$ cat src/rtl/alu_seq.sv
// -----------------------------------------------------------------------------
// alu_seq -- sequential ALU with a multi-cycle shift-add multiplier.
//
// A start accepted in IDLE or DONE latches op/A/B/C0. Single-cycle ops pass
// through EXEC; MUL spends WIDTH cycles in MUL (one multiplier bit per cycle).
// All results and flags are registered and change only on entry to DONE.
//
// Ports:
//   i_clk            rising-edge clock
//   i_rst            synchronous active-high reset
//   i_start          request an operation (ignored while o_busy)
//   i_op[2:0]        000 ADD, 001 SUB, 010 AND, 011 OR, 100 XOR,
//                    101 SHL, 110 SHR, 111 MUL (unsigned)
//   i_a, i_b         operands; i_b[$clog2(WIDTH)-1:0] is the shift amount
//   i_c0             carry-in (ADD) / borrow-in (SUB)
//   o_busy           high in EXEC and MUL
//   o_done           one-cycle pulse in DONE
//   o_f, o_h         result / high half of MUL product (0 for other ops)
//   o_c4             bit WIDTH of the ADD/SUB result, carry/shift-out otherwise
//   o_cf,o_zf,o_sf,o_of  carry, zero, sign, signed-overflow flags
// -----------------------------------------------------------------------------
module alu_seq #(
  parameter int WIDTH = 8
) (
  input  logic             i_clk,
  input  logic             i_rst,
  input  logic             i_start,
  input  logic [2:0]       i_op,
  input  logic [WIDTH-1:0] i_a,
  input  logic [WIDTH-1:0] i_b,
  input  logic             i_c0,
  output logic             o_busy,
  output logic             o_done,
  output logic [WIDTH-1:0] o_f,
  output logic [WIDTH-1:0] o_h,
  output logic             o_c4,
  output logic             o_cf,
  output logic             o_zf,
  output logic             o_sf,
  output logic             o_of
);

  localparam int SW = $clog2(WIDTH);
  localparam int M  = WIDTH - 1;
  localparam logic [SW-1:0] LAST = SW'(WIDTH - 1);

  localparam logic [2:0] OP_ADD = 3'b000;
  localparam logic [2:0] OP_SUB = 3'b001;
  localparam logic [2:0] OP_AND = 3'b010;
  localparam logic [2:0] OP_OR  = 3'b011;
  localparam logic [2:0] OP_XOR = 3'b100;
  localparam logic [2:0] OP_SHL = 3'b101;
  localparam logic [2:0] OP_SHR = 3'b110;
  localparam logic [2:0] OP_MUL = 3'b111;

  typedef enum logic [1:0] {
    IDLE = 2'd0,
    EXEC = 2'd1,
    MUL  = 2'd2,
    DONE = 2'd3
  } state_t;

  state_t             r_state;
  state_t             w_next;
  logic               w_accept;
  logic               w_load;

  logic [2:0]         r_op;
  logic [WIDTH-1:0]   r_a;
  logic [WIDTH-1:0]   r_b;
  logic               r_c0;
  logic [SW-1:0]      r_cnt;
  logic [2*WIDTH-1:0] r_prod;

  logic               r_busy;
  logic               r_done;
  logic [WIDTH-1:0]   r_f;
  logic [WIDTH-1:0]   r_h;
  logic               r_c4;
  logic               r_cf;
  logic               r_zf;
  logic               r_sf;
  logic               r_of;

  logic [WIDTH:0]     w_add;
  logic [WIDTH:0]     w_sub;
  logic [WIDTH:0]     w_shl;
  logic [WIDTH:0]     w_shr;
  logic [SW-1:0]      w_amt;
  logic [WIDTH:0]     w_mul_sum;
  logic [2*WIDTH-1:0] w_prod_next;

  logic [WIDTH-1:0]   w_f;
  logic [WIDTH-1:0]   w_h;
  logic               w_c4;
  logic               w_cf;
  logic               w_of;
  logic               w_zf;

  // Both arithmetic paths are (WIDTH+1) bits so bit WIDTH is the raw C4.
  assign w_add = {1'b0, r_a} + {1'b0, r_b} + {{WIDTH{1'b0}}, r_c0};
  assign w_sub = {1'b0, r_a} - {1'b0, r_b} - {{WIDTH{1'b0}}, r_c0};

  // The extra bit on each side catches the last bit shifted out.
  assign w_amt = r_b[SW-1:0];
  assign w_shl = {1'b0, r_a} << w_amt;
  assign w_shr = {r_a, 1'b0} >> w_amt;

  // Shift-add step: r_prod = {partial product, unconsumed multiplier bits}.
  assign w_mul_sum   = {1'b0, r_prod[2*WIDTH-1:WIDTH]}
                     + (r_prod[0] ? {1'b0, r_a} : {(WIDTH+1){1'b0}});
  assign w_prod_next = {w_mul_sum, r_prod[WIDTH-1:1]};

  assign w_accept = i_start && ((r_state == IDLE) || (r_state == DONE));
  // DONE is never followed by DONE, so entering it means results are ready.
  assign w_load   = (w_next == DONE);

  // Next-state logic.
  always_comb begin
    w_next = r_state;
    case (r_state)
      IDLE, DONE: begin
        if (i_start) begin
          w_next = (i_op == OP_MUL) ? MUL : EXEC;
        end else begin
          w_next = IDLE;
        end
      end
      EXEC: w_next = DONE;
      MUL: begin
        if (r_cnt == LAST) begin
          w_next = DONE;
        end else begin
          w_next = MUL;
        end
      end
      default: w_next = IDLE;
    endcase
  end

  // Result and flag values to be captured on entry to DONE.
  always_comb begin
    w_f  = {WIDTH{1'b0}};
    w_h  = {WIDTH{1'b0}};
    w_c4 = 1'b0;
    w_cf = 1'b0;
    w_of = 1'b0;
    case (r_op)
      OP_ADD: begin
        w_f  = w_add[WIDTH-1:0];
        w_c4 = w_add[WIDTH];
        w_cf = w_add[WIDTH];
        w_of = (r_a[M] == r_b[M]) && (w_add[M] != r_a[M]);
      end
      OP_SUB: begin
        w_f  = w_sub[WIDTH-1:0];
        w_c4 = w_sub[WIDTH];
        w_cf = ~w_sub[WIDTH];
        w_of = (r_a[M] != r_b[M]) && (w_sub[M] != r_a[M]);
      end
      OP_AND: w_f = r_a & r_b;
      OP_OR:  w_f = r_a | r_b;
      OP_XOR: w_f = r_a ^ r_b;
      OP_SHL: begin
        w_f  = w_shl[WIDTH-1:0];
        w_c4 = w_shl[WIDTH];
        w_cf = w_shl[WIDTH];
      end
      OP_SHR: begin
        w_f  = w_shr[WIDTH:1];
        w_c4 = w_shr[0];
        w_cf = w_shr[0];
      end
      OP_MUL: begin
        w_f  = w_prod_next[WIDTH-1:0];
        w_h  = w_prod_next[2*WIDTH-1:WIDTH];
        w_c4 = (w_h != {WIDTH{1'b0}});
        w_cf = (w_h != {WIDTH{1'b0}});
      end
      default: w_f = {WIDTH{1'b0}};
    endcase
    // w_h is zero for every non-MUL op, so one expression covers all cases.
    w_zf = (w_f == {WIDTH{1'b0}}) && (w_h == {WIDTH{1'b0}});
  end

  // State, operand latches, multiplier iteration and registered outputs.
  always_ff @(posedge i_clk) begin
    if (i_rst) begin
      r_state <= IDLE;
      r_op    <= 3'b000;
      r_a     <= {WIDTH{1'b0}};
      r_b     <= {WIDTH{1'b0}};
      r_c0    <= 1'b0;
      r_cnt   <= {SW{1'b0}};
      r_prod  <= {(2*WIDTH){1'b0}};
      r_busy  <= 1'b0;
      r_done  <= 1'b0;
      r_f     <= {WIDTH{1'b0}};
      r_h     <= {WIDTH{1'b0}};
      r_c4    <= 1'b0;
      r_cf    <= 1'b0;
      r_zf    <= 1'b0;
      r_sf    <= 1'b0;
      r_of    <= 1'b0;
    end else begin
      r_state <= w_next;
      r_busy  <= (w_next == EXEC) || (w_next == MUL);
      r_done  <= (w_next == DONE);
      if (w_accept) begin
        r_op   <= i_op;
        r_a    <= i_a;
        r_b    <= i_b;
        r_c0   <= i_c0;
        r_cnt  <= {SW{1'b0}};
        r_prod <= {{WIDTH{1'b0}}, i_b};
      end else if (r_state == MUL) begin
        r_cnt  <= r_cnt + SW'(1);
        r_prod <= w_prod_next;
      end
      if (w_load) begin
        r_f  <= w_f;
        r_h  <= w_h;
        r_c4 <= w_c4;
        r_cf <= w_cf;
        r_zf <= w_zf;
        r_sf <= w_f[M];
        r_of <= w_of;
      end
    end
  end

  assign o_busy = r_busy;
  assign o_done = r_done;
  assign o_f    = r_f;
  assign o_h    = r_h;
  assign o_c4   = r_c4;
  assign o_cf   = r_cf;
  assign o_zf   = r_zf;
  assign o_sf   = r_sf;
  assign o_of   = r_of;

endmodule
$ cat config.mk
export PLATFORM = sky130hd
export DESIGN_NAME = alu_seq
export DESIGN_NICKNAME = d
export VERILOG_FILES = /design/src/rtl/alu_seq.sv
export SDC_FILE = /design/constraint.sdc
export NUM_CORES = 1
export LEC_CHECK = 0
export CAP_MARGIN = 25
export CORE_UTILIZATION = 30
export CTS_BUF_LIST = sky130_fd_sc_hd__clkbuf_16
export CTS_CLUSTER_SIZE = 28
export DETAILED_ROUTE_END_ITERATION = 16
export SYNTH_ARGS = -nofsm -noshare
export SYNTH_HDL_FRONTEND = slang
export SYNTH_SLANG_ARGS = --single-unit
$ cat constraint.sdc
create_clock -name i_clk -period 3.8 [get_ports i_clk]
set_clock_uncertainty 0.15 [all_clocks]
set_input_delay 1.14 -clock i_clk [delete_from_list [all_inputs] [get_ports i_clk]]
set_output_delay 1.14 -clock i_clk [all_outputs]
set_load 0.02 [all_outputs]
=== After elaboration in Yosys (flattened, before gate mapping) ===
Index checks and enable logic that the tools add are counted.

* Add/sub/neg operators: 6
* Reduce and logical (&&, ||, !) cells: 14
* Equal/unequal tests: 19
* Shift operators: 2
* Bitwise operators: 4
* Muxes and demuxes: 12

{| class="wikitable"
|+ Operators by type and width
! operator !! count
|-
| case mux 8 bit (8 select lines) || 1
|-
| two-way mux 8 bit || 4
|-
| adder 8 x 8 -> 9 bit || 2
|-
| == test 3 bit (second input constant) || 6
|-
| zero test 8 bit || 2
|-
| case mux 1 bit (5 select lines) || 2
|-
| adder 9 x 1 -> 9 bit || 1
|-
| << shifter 8 x 3 -> 9 bit || 1
|-
| right shift 9 x 3 -> 9 bit || 1
|-
| subtractor 8 x 8 -> 9 bit || 1
|-
| subtractor 9 x 1 -> 9 bit || 1
|-
| bitwise AND 8 bit || 1
|-
| == test 2 bit (second input constant) || 4
|-
| OR 8 bit || 1
|-
| nonzero test 8 bit || 1
|-
| bitwise XOR 8 bit || 1
|-
| == test 3 x 2 -> 1 bit (second input constant) || 2
|-
| case mux 2 bit (3 select lines) || 1
|-
| == test 2 x 1 -> 1 bit (second input constant) || 2
|-
| logical AND 1 bit || 4
|-
| two-way mux 2 bit || 2
|-
| OR reduction 2 bit || 2
|-
| adder 3 x 1 -> 3 bit (second input constant) || 1
|-
| == test 3 x 1 -> 1 bit (second input constant) || 1
|-
| other kinds (9) || 12
|}

* Bits in registers: 64
* Input port bits: 23
* Output and inout port bits: 23
* Word-level logic and storage cells: 74

=== Longest topological paths before layout ===
Gate-level depths: netlist of the first run.

* Depth in word-level cells: 6
* Mapped depth: 12
* Depth with buffers taken out: 11

=== Least setup slack after synthesis of the first run ===
Ideal clock, no wire load.

* Path kind: input-to-reg
* Start: input port i_start
* End: register r_zf, in the netlist o_zf
* Arrival: 3.400 ns
* Path buffers: 1
* Path slack: 0.191 ns
* Library setup time: 0.059 ns
* Cell stages on the path: 10
* Data required time: 3.591 ns
* Cells stage by stage: nand2_1 > clkbuf_1 > o22ai_1 > ha_1 > o31ai_1 > a211o_1 > or4_1 > or4_1 > nor4_1 > a31o_1

* Word-level cells in the longest chain between the ends: 3

{| class="wikitable"
|+ Ends and longest elaborated chain
! item !! RTL line !! text
|-
| from (decl) || 27 || <nowiki>input logic i_start,</nowiki>
|-
| two-way mux 2 bit || 123 || <nowiki>if (i_start) begin</nowiki>
|-
| case mux 2 bit (3 select lines) || 121 || <nowiki>case (r_state)</nowiki>
|-
| via w_next[0] || 64 || <nowiki>state_t w_next;</nowiki>
|-
| == test 2 bit || 116 || <nowiki>assign w_load = (w_next == DONE);</nowiki>
|-
| via w_load || 66 || <nowiki>logic w_load;</nowiki>
|-
| to (signal assigned) || 225 || <nowiki>r_zf <= w_zf;</nowiki>
|-
| to (decl) || 81 || <nowiki>logic r_zf;</nowiki>
|}

The timed path passes the listed nets, and every way through them passes these cells.
A chain may end at the register's enable or synchronous reset.

=== Final worst setup path of the first run ===
* Start: input port i_op[2]
* End: register r_zf, in the netlist o_zf

* Word-level cells in the longest chain between the ends: 5

{| class="wikitable"
|+ Ends and longest elaborated chain
! item !! RTL line !! text
|-
| from (decl) || 28 || <nowiki>input logic [2:0] i_op,</nowiki>
|-
| == test 3 bit || 124 || <nowiki>w_next = (i_op == OP_MUL) ? MUL : EXEC;</nowiki>
|-
| two-way mux 2 bit || 124 ||
|-
| two-way mux 2 bit || 123 ||
|-
| case mux 2 bit (3 select lines) || 121 ||
|-
| via w_next[1] || 64 ||
|-
| == test 2 bit || 116 ||
|-
| via w_load || 66 ||
|}

The timed path passes the listed nets, and every way through them passes these cells.

==> results by group, run 1 <==
CTS
  • CTS max path bufs: 2
  • H-tree depth: 3
  • Skew-Pair Late Insertion Delay: 340 ps
  • CTS tree: done
  • Cts hold-fix bufs: 0
  • Setup bufs post-CTS: 0
  • Clock buffer count from CTS: 9
  • Clk sinks: 63
  • Worst-path clk slew: 50 ps
  • CTS root buf: clkbuf_16

Worst setup path
  • Crit path max-delay cell type: or4_4
  • CP required: 3940 ps
  • Top cell by count, worst path: nand2_1
  • R2R Setup Slk: 430 ps
  • Critical path type: in2reg
  • CP delay by family, top: simple AND/OR/NAND/NOR gates
  • Maximum fanout along the worst path: 2
  • Critical Path Sink Type: flop
  • Worst Setup Start Kind: input port
  • RR Endpoint: o_c4$_SDFFE_PP0P_
  • Crit path from: i_op[2]
  • FF-to-FF Start: r_prod[0]$_SDFFE_PP0P_
  • CP peak stage delay: 540 ps
  • Buf/Inv on CP: 1
  • Crit-path cells: clkdlybuf4s50_1 -> and3_4 -> nand2_1 -> nand2_1 -> ha_4 -> o31ai_1 -> a211o_1 -> or4_1 -> or4_4 -> nor4_4 -> a31o_1
  • CP arrival: 3800 ps
  • R2R cell count: 12

Pwr
  • Logic pwr share: 35.0%
  • P_leak: 2.32 nW
  • Power Density: 415 nW/um2
  • VDD IR max: 0.242 mV
  • Power consumption: 2.52 mW
  • Switch Pwr: 854 uW
  • Clk network pwr share: 34.6%
  • Sequential power share: 30.4%
  • Int Pwr: 1.66 mW
  • Net Sw Frac: 33.9%

Synthesis
  • Seq/Total Area, Yosys: 25.7%
  • Syn_area_per_cell: 7.91 um2
  • Synth Flop Type: dfxtp_1
  • Post-synthesis cell area: 4910 um2
  • Number of synthesized flops with an enable pin: 0
  • Ranking of synthesized cells by area: dfxtp_1 (26%), ha_1 (11%), a21oi_1 (7.0%)
  • Distinct cell type count after synthesis: 60
  • Post-Syn Nets: 693
  • Flops & latches, synth: 63
  • Area leader, netlist: dfxtp_1
  • Ys Warns: 0
  • Post-synth ARST share: 0%
  • Post-Synthesis Cells: 621
  • Top-area cell type share of the netlist area: 25.7%

Hold path
  • Min-Delay Endpoint: o_of$_SDFFE_PP0P_
  • HP Class: reg2reg
  • Hold Path Stages: 2
  • Worst hold start: o_of$_SDFFE_PP0P_

Route
  • Via count of the routed design: 4,458
  • DRC violations left: 0
  • TritonRoute pass-1 iters: 4
  • Final wirelength: 13,700 um
  • Routed WL per cell: 15.4 um
  • Post-DRT Antenna Nets: 0
  • Vias per inst: 5.01
  • Initial drt markers: 306

Place
  • # port buffers: 45
  • GPL Wtd Cong: 0.897
  • Pre-CTS WS: -390 ps
  • Dpl hpwl: 10,400 um

Timing
  • Worst Max-Slew Pin Slew: 736 ps
  • Post-route setup slack: 137 ps
  • RSZ-0062 raised after global routing: no
  • Pins Over Slew Limit: 0
  • Final Hold Fails: 0
  • Min cycle time layout: 3660 ps
  • Final period utilization: 96.4%
  • Final hold slack: 320 ps
  • Peak Freq: 273 MHz
  • Count of final setup violators: 0
  • Slew margin rel.: 50.9%

Finish
  • Most frequent cells in the layout: nand2_1 (76), a21oi_1 (69), dfxtp_1 (63)
  • Register area: 1260 um2
  • Area occupied by multi-input gates: 3390 um2
  • Share of layout cells above drive strength 1: 11.0%
  • Commonest non-fill, non-tap cell in the layout: nand2_1
  • Area delta synth->final: 23.5%
  • Number of diodes: 0
  • Total Nets Final: 740
  • Final Core Density: 38.0%
  • Filler instances: 1,652

Floorplanning
  • Die X: 130 um
  • Die height: 130 um
  • Core area: 15,900 um2
  • Row cnt: 46
  • Starting density of the core: 30.8%
  • I/O pins: 46
  • Die area: 16,900 um2

Global routing
  • Gr usage total: 17.1%
  • Initial antenna violation count: 0
  • First-pass GRT wire length: 22,000 um
  • Gr ovfl total: 0
  • Largest net degree at the start of global routing: 33
  • Vias in the first global route: 4,158

Run status
  • Status: complete, no violations

Flow run
  • Maxcap violations: 0
## metrics by stage
step	cell area [um2]	cells	TNS, ps
2_1_floorplan	4910	621	0
3_3_place_gp	5700	873	-337
3_5_place_dp	5700	873	-390
4_1_cts	6020	889	0
5_1_grt	6070	889	0
6_report	6070	889	0
## area by class of cell
cell class,instances,share of cell area (%)
Tap cell,216,4.46
Sequential cell,63,20.8
Timing Repair Buffer,76,11.2
Clock buffer,9,3.71
Multi-Input combinational cell,478,55.9
Inverter,40,2.48
Clock inverter,7,1.46
## flip-flops by register name, summed over array words and instances (netlist names)
name	flops
o_h	8
o_zf	1
r_op	3
r_a	8
o_f	8
o_of	1
r_c0	1
r_cnt	3
o_busy	1
r_state	2
r_prod	16
o_done	1
o_cf	1
o_c4	1
r_b	8
## metal layers
metal  routed length (um)  global-route usage (%)  part of all wire, %  vias to the layer above
met5                    0                       0                    0                        -
met4                  276                    6.84                  2.0                        0
met3                  768                    4.31                  5.6                       19
met2                 5980                    25.6                   44                      101
met1                 6680                    23.5                   49                     2063
li1                     -                       -                    -                     2275
## power by group through the flow
stage / clock [mW] / combinational [mW] / sequential [mW]
global placement: 0 / 0.855 / 0.778
finish: 0.870 / 0.881 / 0.764
detailed placement: 0 / 0.855 / 0.778
floorplan: 0 / 0.591 / 0.776
CTS: 0.889 / 0.864 / 0.765
global route: 0.922 / 0.971 / 0.771
## tightest hold or removal path: stages, from the launching register on
cell      delay, ps
dfxtp_1         300
nand2b_1         60
a21oi_1          60
## kinds of logic after synthesis
kind of cell | share of synthesized area, %
AOI/OAI and AO/OA | 19.4
xor gates and xnor gates | 2.50
adders and majority gates | 13.2
buffers and inverters | 6.32
DFF | 25.7
muxes | 11.1
and+or+nand+nor | 21.8
## cells in the mapped netlist (5+ instances only)
library cell	n
inv_1	38
nand2b_1	15
a21oi_1	69
mux4_2	6
buf_2	5
mux2i_1	27
ha_1	44
clkbuf_1	25
nor3b_1	5
mux2_2	10
a21o_1	6
buf_1	9
nor3_1	10
nand2_1	76
o21ai_0	19
nor2b_1	15
nand3_1	7
nor2_1	55
nand3b_1	9
and2_1	10
a211oi_1	9
dfxtp_1	63
fa_1	5
xnor2_1	12
## how the worst max path moves through the flow
stage	end	depth (start not counted)	slack [ps]
5_1_grt	o_zf$_SDFFE_PP0P_	11	6
2_1_floorplan	o_zf$_SDFFE_PP0P_	10	190
6_report	o_zf$_SDFFE_PP0P_	11	140
3_3_place_gp	o_zf$_SDFFE_PP0P_	10	-340
4_1_cts	o_zf$_SDFFE_PP0P_	10	20
3_5_place_dp	o_zf$_SDFFE_PP0P_	10	-390
## timing repair
item	CTS	global route
resized for setup	2	6
endpoints found under the hold margin	0	0
pin swaps	1	1
endpoints found under the setup margin	1	1
Power figures use the tool's default switching activity.
==> run 2, diff against run 1 <==
--- a/config.mk
+++ b/config.mk
@@ -7,7 +7,7 @@
 export LEC_CHECK = 0
 export CAP_MARGIN = 25
 export CORE_UTILIZATION = 30
-export CTS_BUF_LIST = sky130_fd_sc_hd__clkbuf_16
+export CTS_BUF_LIST = sky130_fd_sc_hd__clkbuf_4
 export CTS_CLUSTER_SIZE = 28
 export DETAILED_ROUTE_END_ITERATION = 16
 export SYNTH_ARGS = -nofsm -noshare
==> constraint.sdc (replaced) <==
create_clock -name i_clk -period 3 [get_ports i_clk]
set_clock_uncertainty 0.15 [all_clocks]
set_input_delay 0.9 -clock i_clk [delete_from_list [all_inputs] [get_ports i_clk]]
set_output_delay 0.9 -clock i_clk [all_outputs]
set_load 0.02 [all_outputs]
==> results by group, run 2 (synthesis gave the netlist of run 1 again) <==
Pwr
  • Logic pwr share: 45.9% (+11 points)
  • Power consumption: 2.87 mW (+14%)
  • Sequential power share: 33.5% (+3.1 points)
  • P_leak: 2.53 nW (+8.9%)
  • Clk network pwr share: 20.6% (-14 points)
  • Power Density: 448 nW/um2 (+8.0%)
  • Int Pwr: 1.78 mW (+7.1%)
  • Net Sw Frac: 38.0% (+4.0 points)
  • VDD IR max: 0.302 mV (+25%)
  • Switch Pwr: 1.09 mW (+27%)

Finish
  • Final instance area: 6400 um2 (+5.5%)
  • Total Nets Final: 786 (+6.2%)
  • Most frequent cells in the layout: nand2_1 (73), buf_4 (73), a21oi_1 (67)
  • Top reg by flops: r_prod
  • Share of layout cells above drive strength 1: 20.4% (+9.4 points)
  • Max FFs per register: 16 (unchanged)
  • Area delta synth->final: 30.3%

Timing
  • Pins Over Slew Limit: 0 (unchanged)
  • Slew margin rel.: 57.1% (+6.2 points)
  • Post-route setup slack: -57.1 ps (-194 ps)
  • RSZ-0062 raised after global routing: yes
  • Worst Max-Slew Pin Slew: 642 ps (-94.1 ps)
  • Peak Freq: 327 MHz
  • Fin Setup TNS: -57.1 ps (-57.1 ps)
  • Final period utilization: 102%
  • Final hold slack: 338 ps (+17.6 ps)
  • Count of final setup violators: 1 (+1)
  • Final Hold Fails: 0 (unchanged)
  • Min cycle time layout: 3060 ps

Global routing
  • Initial antenna violation count: 1 (+1)
  • First-pass GRT wire length: 22,700 um (+3.2%)
  • Gr ovfl total: 0 (unchanged)
  • Gr usage total: 17.7% (+0.53 points)
  • Vias in the first global route: 4,307 (+3.6%)
  • Largest net degree at the start of global routing: 32 (-3.0%)

Worst setup path
  • CP required: 3260 ps (-680 ps)
  • Worst Setup Start Kind: flop
  • Critical path type: reg2reg
  • Maximum fanout along the worst path: 5 (+3)
  • R2R cell count: 11 (-1)
  • Critical Path Sink Type: flop
  • CP arrival: 3320 ps (-480 ps)

CTS
  • Worst-path clk slew: 120 ps (+70 ps)
  • H-tree depth: 3 (unchanged)
  • CTS max path bufs: 2 (unchanged)
  • Clk sinks: 63 (unchanged)
  • Skew-Pair Late Insertion Delay: 450 ps (+110 ps)
  • Clock buffer count from CTS: 9 (unchanged)
  • CTS root buf: clkbuf_4
  • CTS tree: done

Floorplanning
  • I/O pins: 46 (unchanged)
  • Starting density of the core: 30.8% (unchanged)
  • Core area: 15,900 um2 (unchanged)
  • Row cnt: 46 (unchanged)
  • Die area: 16,900 um2 (unchanged)
  • Die height: 130 um (unchanged)
  • Die X: 130 um (unchanged)

Flow run
  • Maxcap violations: 0 (unchanged)

Hold path
  • Hold Path Stages: 2 (unchanged)
  • HP Class: reg2reg

Place
  • # port buffers: 45 (unchanged)
  • GPL Wtd Cong: 0.897 (about the same)
  • Dpl hpwl: 11,100 um (+6.9%)
  • Post-placement cell area: 6070 um2 (+6.5%)

Route
  • Routed WL per cell: 15.2 um (-1.3%)
  • Post-DRT Antenna Nets: 0 (unchanged)
  • TritonRoute pass-1 iters: 5 (+1)
  • Final wirelength: 14,200 um (+3.9%)
  • Initial drt markers: 411 (+34%)
  • Via count of the routed design: 4,730 (+6.1%)
  • DRC violations left: 0 (unchanged)
  • Vias per inst: 5.05 (+0.77%)

Run status
  • Status: finished, violations left
  • Failing checks: negative setup slack
## run 2: cell types whose count changed in the layout (fill, tap and decap cells not counted), moves of 3 or more
cell / previous run / this run
clkdlybuf4s50_1: 44 / 40
o21ai_0: 19 / 15
clkbuf_16: 9 / 0
nand2_1: 76 / 73
dlymetal6s2s_1: 0 / 4
inv_1: 39 / 36
ha_1: 43 / 40
fa_1: 5 / 0
fa_2: 0 / 5
ha_4: 1 / 4
clkbuf_4: 0 / 10
nand2_2: 0 / 3
buf_4: 31 / 73
## run 2: final timing paths
| path | startpoint | end | slack (ps) |
|---|---|---|---|
| hold / removal | o_of$_SDFFE_PP0P_ | o_of$_SDFFE_PP0P_ | 340 |
| setup / recovery | r_a[0]$_SDFFE_PP0P_ | o_zf$_SDFFE_PP0P_ | -60 |
| setup reg to reg | r_a[0]$_SDFFE_PP0P_ | o_zf$_SDFFE_PP0P_ | -60 |
| hold reg to reg | o_of$_SDFFE_PP0P_ | o_of$_SDFFE_PP0P_ | 340 |
## run 2: routing by layer
metal / wire [um] / track usage, % / vias up
li1: - / - / 2367
met2: 6320 / 27.6 / 116
met1: 7040 / 24.6 / 2226
met4: 295 / 6.98 / 0
met3: 594 / 2.30 / 21
met5: 0 / 0 / -
## run 2: area by class of cell
| type | instances | area (um2) |
|---|---|---|
| Fill cell | 1670 | 9540 |
| Multi-Input combinational cell | 478 | 3510 |
| Sequential cell | 63 | 1270 |
| Timing Repair Buffer | 122 | 1070 |
| Tap cell | 216 | 270 |
| Inverter | 40 | 154 |
| Clock buffer | 10 | 75.1 |
| Clock inverter | 6 | 61.3 |
| Antenna cell | 1 | 2.50 |
## run 2: worst max-delay path, stage by stage, from the launching register on
cell	delay (ps)
dfxtp_2	340
buf_6	130
fa_2	570
inv_2	50
ha_4	150
o21ai_2	190
a21o_1	160
a21oi_2	70
or4_4	420
or4_4	420
nor4_2	220
a31o_1	160
## run 2: what timing repair did
item / in CTS / in global routing
endpoints found under the setup margin: 4 / 6
pin swaps: 2 / 16
resized for setup: 7 / 32
hold endpoints to repair: 0 / 0
setup buffers: 0 / 3
cloned: 0 / 0
hold buffers: 0 / 0
## run 2: power by group through the flow
stage	logic (mW)	clock network [mW]	registers [mW]
6_report	1.32	0.590	0.962
5_1_grt	1.43	0.645	0.972
4_1_cts	1.24	0.613	0.961
3_5_place_dp	1.22	0	0.980
3_3_place_gp	1.22	0	0.980
2_1_floorplan	0.766	0	0.984
## run 2: through the flow
stage / worst slack [ps] / std cells / util [%]
floorplan: -33.5 / 621 / -
global placement: -556 / 916 / 38.1
detailed placement: -603 / 916 / 38.1
CTS: -53.8 / 932 / 39.1
global route: -127 / 936 / 40.2
finish: -57.1 / 936 / 40.2
==> run 3, diff against run 2 <==
--- a/config.mk
+++ b/config.mk
@@ -10,6 +10,7 @@
 export CTS_BUF_LIST = sky130_fd_sc_hd__clkbuf_4
 export CTS_CLUSTER_SIZE = 28
 export DETAILED_ROUTE_END_ITERATION = 16
+export GPL_ROUTABILITY_DRIVEN = 0
 export SYNTH_ARGS = -nofsm -noshare
 export SYNTH_HDL_FRONTEND = slang
 export SYNTH_SLANG_ARGS = --single-unit
==> results by group, run 3 (synthesis gave the netlist of run 1 again) <==
Run status
  • Status: finished, violations left
  • Failing checks: negative setup slack

Pwr
  • Power Density: 434 nW/um2 (-3.1%)
  • Sequential power share: 34.1% (+0.6 points)
  • Logic pwr share: 48.3% (+2.4 points)
  • Int Pwr: 1.70 mW (-4.5%)
  • P_leak: 2.50 nW (-0.95%)
  • Clk network pwr share: 17.6% (-3.0 points)
  • Power consumption: 2.81 mW (-2.2%)
  • Net Sw Frac: 39.4% (+1.5 points)
  • Switch Pwr: 1.11 mW (+1.6%)
  • VDD IR max: 0.243 mV (-20%)

Floorplanning
  • Die height: 130 um (unchanged)
  • I/O pins: 46 (unchanged)
  • Die area: 16,900 um2 (unchanged)
  • Starting density of the core: 30.8% (unchanged)
  • Core area: 15,900 um2 (unchanged)
  • Row cnt: 46 (unchanged)
  • Die X: 130 um (unchanged)

Timing
  • RSZ-0062 raised after global routing: yes
  • Count of final setup violators: 1 (unchanged)
  • Min cycle time layout: 3150 ps (+89.9 ps)
  • Final Hold Fails: 0 (unchanged)
  • Fin Setup TNS: -147 ps (-89.9 ps)
  • Post-route setup slack: -147 ps (-89.9 ps)
  • Slew margin rel.: 62.2% (+5.1 points)
  • Worst Max-Slew Pin Slew: 552 ps (-90.2 ps)
  • Final period utilization: 105% (+3.0 points)
  • Pins Over Slew Limit: 0 (unchanged)
  • Peak Freq: 318 MHz (-2.9%)

CTS
  • Clock buffer count from CTS: 9 (unchanged)
  • CTS root buf: clkbuf_4
  • CTS tree: done
  • CTS max path bufs: 2 (unchanged)
  • Worst-path clk slew: 120 ps (about the same)
  • Skew-Pair Late Insertion Delay: 420 ps (-30 ps)
  • Clk sinks: 63 (unchanged)
  • Cts hold-fix bufs: 0 (unchanged)
  • H-tree depth: 3 (unchanged)

Finish
  • Share of layout cells above drive strength 1: 22.2% (+1.8 points)
  • Area delta synth->final: 31.5%
  • Most frequent cells in the layout: buf_4 (79), nand2_1 (75), a21oi_1 (67)
  • Top reg by flops: r_prod
  • Total Nets Final: 792 (+0.76%)
  • Max FFs per register: 16 (unchanged)
  • Commonest non-fill, non-tap cell in the layout: buf_4
  • Final instance area: 6460 um2 (+0.92%)

Route
  • Vias per inst: 5.08 (+0.43%)
  • Post-DRT Antenna Nets: 0 (unchanged)
  • TritonRoute pass-1 iters: 5 (unchanged)
  • Initial drt markers: 335 (-18%)
  • Routed WL per cell: 15.5 um (+2.1%)
  • Via count of the routed design: 4,781 (+1.1%)
  • DRC violations left: 0 (unchanged)
  • Final wirelength: 14,600 um (+2.7%)

Place
  • Post-placement cell area: 6100 um2 (+0.41%)
  • Dpl hpwl: 11,400 um (+2.7%)
  • # port buffers: 45 (unchanged)
  • Pre-CTS WS: -605 ps (-1.33 ps)

Worst setup path
  • Worst Setup Start Kind: input port
  • CP required: 3230 ps (-30 ps)
  • Maximum fanout along the worst path: 2 (-3)
  • CP arrival: 3380 ps (+60 ps)
  • Critical path type: in2reg
  • Critical Path Sink Type: flop
  • R2R Setup Slk: -60 ps (about the same)

Global routing
  • Gr usage total: 17.7% (+0.048 points)
  • Largest net degree at the start of global routing: 31 (-3.1%)
  • Vias in the first global route: 4,326 (+0.44%)
  • First-pass GRT wire length: 23,000 um (+0.97%)
  • Gr ovfl total: 0 (unchanged)
  • Initial antenna violation count: 1 (unchanged)

Flow run
  • Maxcap violations: 0 (unchanged)

Hold path
  • HP Class: reg2reg
==> run 3: layout make-up <==
cell class	instances	area [um2]
clock buffer	9	67.6
sequential	63	1270
multi-input combinational	478	3570
clock inverter	7	40.0
antenna	1	2.50
fill	1661	9480
tap	216	270
timing repair buffer	128	1090
inverter	40	154
==> run 3: repair_timing <==
action	4_1_cts	5_1_grt
gates cloned	0	0
pin swaps	1	19
setup buffers	1	3
setup endpoints to repair	4	6
endpoints found under the hold margin	0	0
gates resized for setup	8	42
==> run 3: per-stage QoR <==
step | util, % | std cells | hold slack, ps
3_3_place_gp | 38.3 | 921 | 310
4_1_cts | 39.1 | 938 | 334
6_report | 40.5 | 942 | 331
3_5_place_dp | 38.3 | 921 | 317
5_1_grt | 40.5 | 942 | 358
2_1_floorplan | - | 621 | 313
==> run 3: critical path: stages <==
cell	delay (ps)
clkdlybuf4s50_1	420
and3_4	190
o22ai_2	160
ha_2	250
o31ai_1	90
a211o_1	220
or4_1	410
or4_1	430
nor4_2	140
a31o_1	150
==> run 3: power by group through the flow <==
| stage | sequential, mW | combinational (mW) | clock [mW] |
|---|---|---|---|
| finish | 0.957 | 1.36 | 0.493 |
| global route | 0.965 | 1.47 | 0.559 |
| detailed placement | 0.975 | 1.24 | 0 |
| floorplan | 0.984 | 0.766 | 0 |
| CTS | 0.957 | 1.26 | 0.518 |
| global placement | 0.974 | 1.24 | 0 |
==> run 3: final timing paths <==
path	start	endpoint	cells past startpoint
setup / recovery	i_op[2]	o_zf$_SDFFE_PP0P_	10
hold / removal	o_h[1]$_SDFFE_PP0P_	o_h[1]$_SDFFE_PP0P_	2
setup reg to reg	r_a[0]$_SDFFE_PP0P_	o_zf$_SDFFE_PP0P_	11
hold reg to reg	o_h[1]$_SDFFE_PP0P_	o_h[1]$_SDFFE_PP0P_	2
==> run 3: metal layers <==
layer	global-route usage, %	vias up	wire [um]
li1	-	2382	-
met1	24.5	2250	6900
met4	6.70	0	343
met3	3.12	19	706
met2	27.4	130	6690
met5	0	-	0
